===== src/rtl/micro_pkg.sv =====
// micro_pkg: microword field layout, sequencer op codes and FSM states.
package micro_pkg;
    localparam int SEQ_OP_LSB   = 44;
    localparam int SEQ_OP_W     = 4;
    localparam int COND_SEL_LSB = 40;
    localparam int COND_SEL_W   = 4;
    localparam int TARGET_LSB   = 32;
    localparam int TARGET_W     = 8;
    localparam int CTRL_LSB     = 0;
    localparam int CTRL_W       = 32;

    typedef enum logic [3:0] {
        OP_NEXT     = 4'd0,
        OP_JUMP     = 4'd1,
        OP_JT       = 4'd2,
        OP_JF       = 4'd3,
        OP_CALL     = 4'd4,
        OP_RET      = 4'd5,
        OP_DISPATCH = 4'd6,
        OP_HALT     = 4'd7
    } seq_op_e;

    typedef enum logic [1:0] {
        ST_RUN   = 2'd0,
        ST_HALT  = 2'd1,
        ST_FAULT = 2'd2
    } state_e;
endpackage


===== src/rtl/micro_stack.sv =====
// micro_stack: LIFO of 8-bit return addresses; top is valid whenever not empty.
module micro_stack #(
    parameter int DEPTH = 4
) (
    input  logic       clk,
    input  logic       reset_n,
    input  logic       push,
    input  logic       pop,
    input  logic [7:0] data,
    output logic [7:0] top,
    output logic       full,
    output logic       empty
);
    localparam int AW = $clog2(DEPTH);

    logic [7:0]  mem [DEPTH];
    logic [AW:0] cnt;
    logic [AW-1:0] tix;

    assign tix   = AW'(cnt - 1'b1);
    assign top   = mem[tix];
    assign full  = cnt == (AW+1)'(DEPTH);
    assign empty = cnt == '0;

    always_ff @(posedge clk or negedge reset_n)
        if (!reset_n) cnt <= '0;
        else if (push && !full) cnt <= cnt + 1'b1;
        else if (pop && !empty) cnt <= cnt - 1'b1;

    always_ff @(posedge clk)
        if (push && !full) mem[cnt[AW-1:0]] <= data;
endmodule


===== src/rtl/micro_sequencer.sv =====
// micro_sequencer: micro-PC, return stack, opcode dispatch and halt/fault
// control around a combinational microcode ROM.
module micro_sequencer
    import micro_pkg::*;
#(
    parameter logic [7:0] RESET_VEC   = 8'h00,
    parameter int         ROM_DEPTH   = 192,
    parameter int         STACK_DEPTH = 4,
    parameter int         OPC_W       = 4
) (
    input  logic             clk,
    input  logic             reset_n,
    output logic [7:0]       rom_addr,
    input  logic [47:0]      rom_data,
    input  logic [15:0]      cond,
    input  logic             stall,
    input  logic [OPC_W-1:0] opcode,
    input  logic             opcode_valid,
    output logic             opcode_ready,
    input  logic             start,
    output logic [31:0]      ctrl,
    output logic             ctrl_valid,
    output logic             halted,
    output logic             fault
);
    state_e     state, state_nx;
    logic [7:0] upc, upc_nx, inc, target, top;
    logic [3:0] op, sel;
    logic       push, pop, full, empty, live;

    assign op       = rom_data[SEQ_OP_LSB +: SEQ_OP_W];
    assign sel      = rom_data[COND_SEL_LSB +: COND_SEL_W];
    assign target   = rom_data[TARGET_LSB +: TARGET_W];
    assign ctrl     = rom_data[CTRL_LSB +: CTRL_W];
    assign rom_addr = upc;
    assign inc      = upc + 8'd1;
    assign halted   = state == ST_HALT;
    assign fault    = state == ST_FAULT;
    // outputs stay quiet while reset is held, not just after the first edge
    assign live     = reset_n && !stall;

    always_comb begin
        state_nx     = state;
        upc_nx       = upc;
        push         = 1'b0;
        pop          = 1'b0;
        ctrl_valid   = 1'b0;
        opcode_ready = 1'b0;
        if (live && state == ST_HALT) begin
            if (start) begin
                upc_nx   = RESET_VEC;
                state_nx = ST_RUN;
            end
        end else if (live && state == ST_RUN) begin
            if ({1'b0, upc} >= 9'(ROM_DEPTH)) state_nx = ST_FAULT;
            else begin
                case (op)
                    OP_NEXT: begin
                        upc_nx     = inc;
                        ctrl_valid = 1'b1;
                    end
                    OP_JUMP: begin
                        upc_nx     = target;
                        ctrl_valid = 1'b1;
                    end
                    OP_JT: begin
                        upc_nx     = cond[sel] ? target : inc;
                        ctrl_valid = 1'b1;
                    end
                    OP_JF: begin
                        upc_nx     = !cond[sel] ? target : inc;
                        ctrl_valid = 1'b1;
                    end
                    OP_CALL: begin
                        if (full) state_nx = ST_FAULT;
                        else begin
                            push       = 1'b1;
                            upc_nx     = target;
                            ctrl_valid = 1'b1;
                        end
                    end
                    OP_RET: begin
                        if (empty) state_nx = ST_FAULT;
                        else begin
                            pop        = 1'b1;
                            upc_nx     = top;
                            ctrl_valid = 1'b1;
                        end
                    end
                    OP_DISPATCH: begin
                        opcode_ready = opcode_valid;
                        if (opcode_valid) begin
                            upc_nx     = target + 8'(opcode);
                            ctrl_valid = 1'b1;
                        end
                    end
                    OP_HALT: begin
                        state_nx   = ST_HALT;
                        ctrl_valid = 1'b1;
                    end
                    default: state_nx = ST_FAULT;
                endcase
            end
        end
    end

    always_ff @(posedge clk or negedge reset_n)
        if (!reset_n) begin
            state <= ST_RUN;
            upc   <= RESET_VEC;
        end else begin
            state <= state_nx;
            upc   <= upc_nx;
        end

    micro_stack #(.DEPTH(STACK_DEPTH)) u_stack (
        .clk(clk),
        .reset_n(reset_n),
        .push(push),
        .pop(pop),
        .data(inc),
        .top(top),
        .full(full),
        .empty(empty)
    );
endmodule


===== config.mk =====
export PLATFORM = sky130hd
export DESIGN_NAME = micro_sequencer
export DESIGN_NICKNAME = d
export VERILOG_FILES = /design/src/rtl/micro_pkg.sv /design/src/rtl/micro_stack.sv /design/src/rtl/micro_sequencer.sv
export SDC_FILE = /design/constraint.sdc
export NUM_CORES = 1
export LEC_CHECK = 0
export BUFFER_PORTS_ARGS = -buffer_cell sky130_fd_sc_hd__clkbuf_2
export CORE_MARGIN = 2
export CORE_UTILIZATION = 40
export CTS_CLUSTER_DIAMETER = 40
export DETAILED_ROUTE_END_ITERATION = 6
export PLACE_DENSITY = 0.67
export SLEW_MARGIN = 20
export SYNTH_ARGS = -nofsm -noshare
export SYNTH_HDL_FRONTEND = slang
export SYNTH_SLANG_ARGS = --single-unit

===== constraint.sdc =====
create_clock -name clk -period 3.2 [get_ports clk]
set_input_delay 0.64 -clock clk [delete_from_list [all_inputs] [get_ports clk]]
set_output_delay 0.64 -clock clk [all_outputs]
set_load 0.1 [all_outputs]

==> impl_metrics.env <==
export IMPL_dr_pass1_iters=4
export IMPL_fin_crit_sh_pct=82.2
export IMPL_maxCapViolations=0
export IMPL_cp_max_fo=13
export IMPL_power_density_nw_per_um2=635
export IMPL_tns_ps=0
export IMPL_yosys_top_cells_count="buf_4, edfxtp_1, nand3_1"
export IMPL_drt_wl_total_um=6960
export IMPL_setup_viol=0
export IMPL_hold_viol=0
export IMPL_antennaDiodeCount=0
export IMPL_initial_core_util_pct=40.6
export IMPL_yosys_warnings=0
export IMPL_critPathLaunchType="primary input"
export IMPL_vias=2271
export IMPL_nNetsFinal=388
export IMPL_arrival_ps=1990
export IMPL_max_slew_worst_pin_slew_ps=536
export IMPL_layout_cells_non_filler=407
export IMPL_postRouteAntennaNets=0
export IMPL_crit_type="in2out"
export IMPL_clk_pin_slew_ps=80
export IMPL_path_delay_family="compound AO/OA/AOI/OAI gates"
export IMPL_drv_slew=0
export IMPL_cts_sinks=45
export IMPL_cts_tree="built"
export IMPL_async_reset_ff_share_pct=28.9
export IMPL_cts_repair_resized=0
export IMPL_yosysUniqueCellTypes=65
export IMPL_num_rows=32
export IMPL_synth_edff_count=32
export IMPL_finalClockSkew_ps=2.11
export IMPL_peakVddDrop_mv=0.294
export IMPL_crit_slowest_cell="a2111oi_2"
export IMPL_drive_gt1_share_pct=28.5
export IMPL_p_total_mw=2.14
export IMPL_worstSetupEndpointType="primary output"
export IMPL_synth_top_family_by_area="simple AND/OR/NAND/NOR gates"
export IMPL_ioPinCount=117
export IMPL_area_growth_pct=9.19
export IMPL_critPathMaxStageDelay_ps=410
export IMPL_fin_crit_ps=2630
export IMPL_cp_required_ps=2560
export IMPL_port_buffers=52
export IMPL_synth_compound_area_share_pct=15.1
export IMPL_place_congestion=0.864
export IMPL_hold_buffers=0
export IMPL_die_w_um=91.9
export IMPL_h_tree_depth=2
export IMPL_ys_ff_latch=45
export IMPL_place_inst=399
export IMPL_grt_pass1_vias=2221
export IMPL_cts_made_buffers=5
export IMPL_grt_pass1_wl_um=11000
export IMPL_synth_fa_ha_area_share_pct=4.70
export IMPL_avgViaCountPerCell=5.58
export IMPL_avgSynthCellArea_sq_um=11.0
export IMPL_syn_nets=365
export IMPL_grt_max_degree=17
export IMPL_worstPathCellList="clkbuf_2 -> nand2b_2 -> a2111oi_2 -> a21o_1 -> o21a_2 -> buf_12"
export IMPL_hpwl_um=5440
export IMPL_cp_num_buf_inv=2
export IMPL_grt_usage_pct=16.4
export IMPL_clk_path_buf_depth=2
export IMPL_drt_iter0_drc=105
export IMPL_synth_area_leader_cell="edfxtp_1"
export IMPL_synth_area_leaders="edfxtp_1, dfrtp_1, buf_4"
export IMPL_fp_dieH_um=91.9
export IMPL_clock_latency_ps=290
export IMPL_synth_simple_gate_area_share_pct=15.1
export IMPL_fmax_mhz=380
export IMPL_ys_flop_type="edfxtp_1"
export IMPL_muxShareOfSynthArea_pct=9.84
export IMPL_coreArea_sq_um=7610
export IMPL_overflow=0
export IMPL_cts_setup_buffers=0
export IMPL_hold_class="in2async"
export IMPL_drc=0
export IMPL_synth_xor_area_share_pct=3.40
export IMPL_cts_root_buf="clkbuf_8"
export IMPL_leakage_nw=1.35
export IMPL_rsz0062_at_grt="false"
export IMPL_outcome="complete, no violations"
export IMPL_seq_area_frac_synth_pct=41.6
export IMPL_antenna_found_initial=0
export IMPL_wl_per_cell_um=17.1
export IMPL_synth_top_area_share_pct=31.1
export IMPL_slew_headroom_pct=64.1
export IMPL_synth_cells=281
export IMPL_fp_dieArea_sq_um=8440
export IMPL_syn_area_sq_um=3090
-- cells in the final DEF (no fill, tap or decap), types with 5 or more instances in the layout --
cell      count
nand3_1      16
a31oi_1       6
edfxtp_1     32
and3_1        6
dfrtp_1      13
inv_1         7
xnor2_1       9
clkbuf_2     50
nand2_1      15
ha_1         10
mux4_2        9
o21ai_0      11
nor2_1        8
buf_4         6
a41oi_1       5
a21oi_1       5
mux2i_1       9
nor2b_1       5
clkbuf_8      5
-- kinds of logic after synthesis --
group                      count (synthesis)
and+or+nand+nor                           81
AOI/OAI and AO/OA                         64
buffers and inverters                     49
DFF                                       45
muxes                                     19
xor gates and xnor gates                  12
adders and majority gates                 11
-- per-layer routing --
layer  wire (um)  vias to the layer above  track usage [%]
met5           0                        -                0
met4         131                        0             5.22
met3         422                       18             3.62
met2        3440                       71             28.9
met1        2960                     1086             19.9
li1            -                     1096                -
-- power breakdown --
| group | internal (mW) | switching [mW] | total (mW) | leakage [nW] |
|---|---|---|---|---|
| combinational | 0.301 | 0.630 | 0.931 | 0.839 |
| sequential | 0.723 | 0.0723 | 0.795 | 0.452 |
| clock | 0.232 | 0.186 | 0.417 | 0.0552 |
| total | 1.26 | 0.888 | 2.14 | 1.35 |
-- layout make-up --
type	count	area, sq um
Fill cell	743	4230
Multi-Input combinational cell	187	1490
Clock buffer	6	72.6
Tap cell	102	128
Inverter	7	26.3
Timing Repair Buffer	58	335
Clock inverter	2	35.0
Sequential cell	45	1290
-- stage by stage --
stage | area [sq um] | utilization (%) | setup slack (ps) | hold slack, ps
2_1_floorplan | 3090 | - | 104 | 344
3_3_place_gp | 3270 | 42.9 | 473 | 528
3_5_place_dp | 3270 | 42.9 | 479 | 530
4_1_cts | 3370 | 44.3 | 566 | 294
5_1_grt | 3370 | 44.3 | 472 | 306
6_report | 3370 | 44.3 | 569 | 292
-- path summary, 6_finish.rpt --
path | startpoint | end | slack, ps | cells past startpoint
worst max-delay path | rom_data[47] | ctrl_valid | 570 | 6
worst min-delay path | reset_n | u_stack.cnt[0]$_DFFE_PN0P_ | 290 | 2
worst max register to register | u_stack.cnt[1]$_DFFE_PN0P_ | rom_addr[5]$_DFFE_PN0P_ | 860 | 8
worst min register to register | state[1]$_DFFE_PN0P_ | state[1]$_DFFE_PN0P_ | 550 | 1
max in group asynchronous | reset_n | rom_addr[0]$_DFFE_PN0P_ | 2730 | 2
min in group clk | state[1]$_DFFE_PN0P_ | state[1]$_DFFE_PN0P_ | 550 | 1
-- flip-flops by register name (all words and copies together) (netlist names) --
signal       count
state            2
rom_addr         8
u_stack.mem     32
u_stack.cnt      3
No activity file was read; power rests on OpenSTA's default activity.
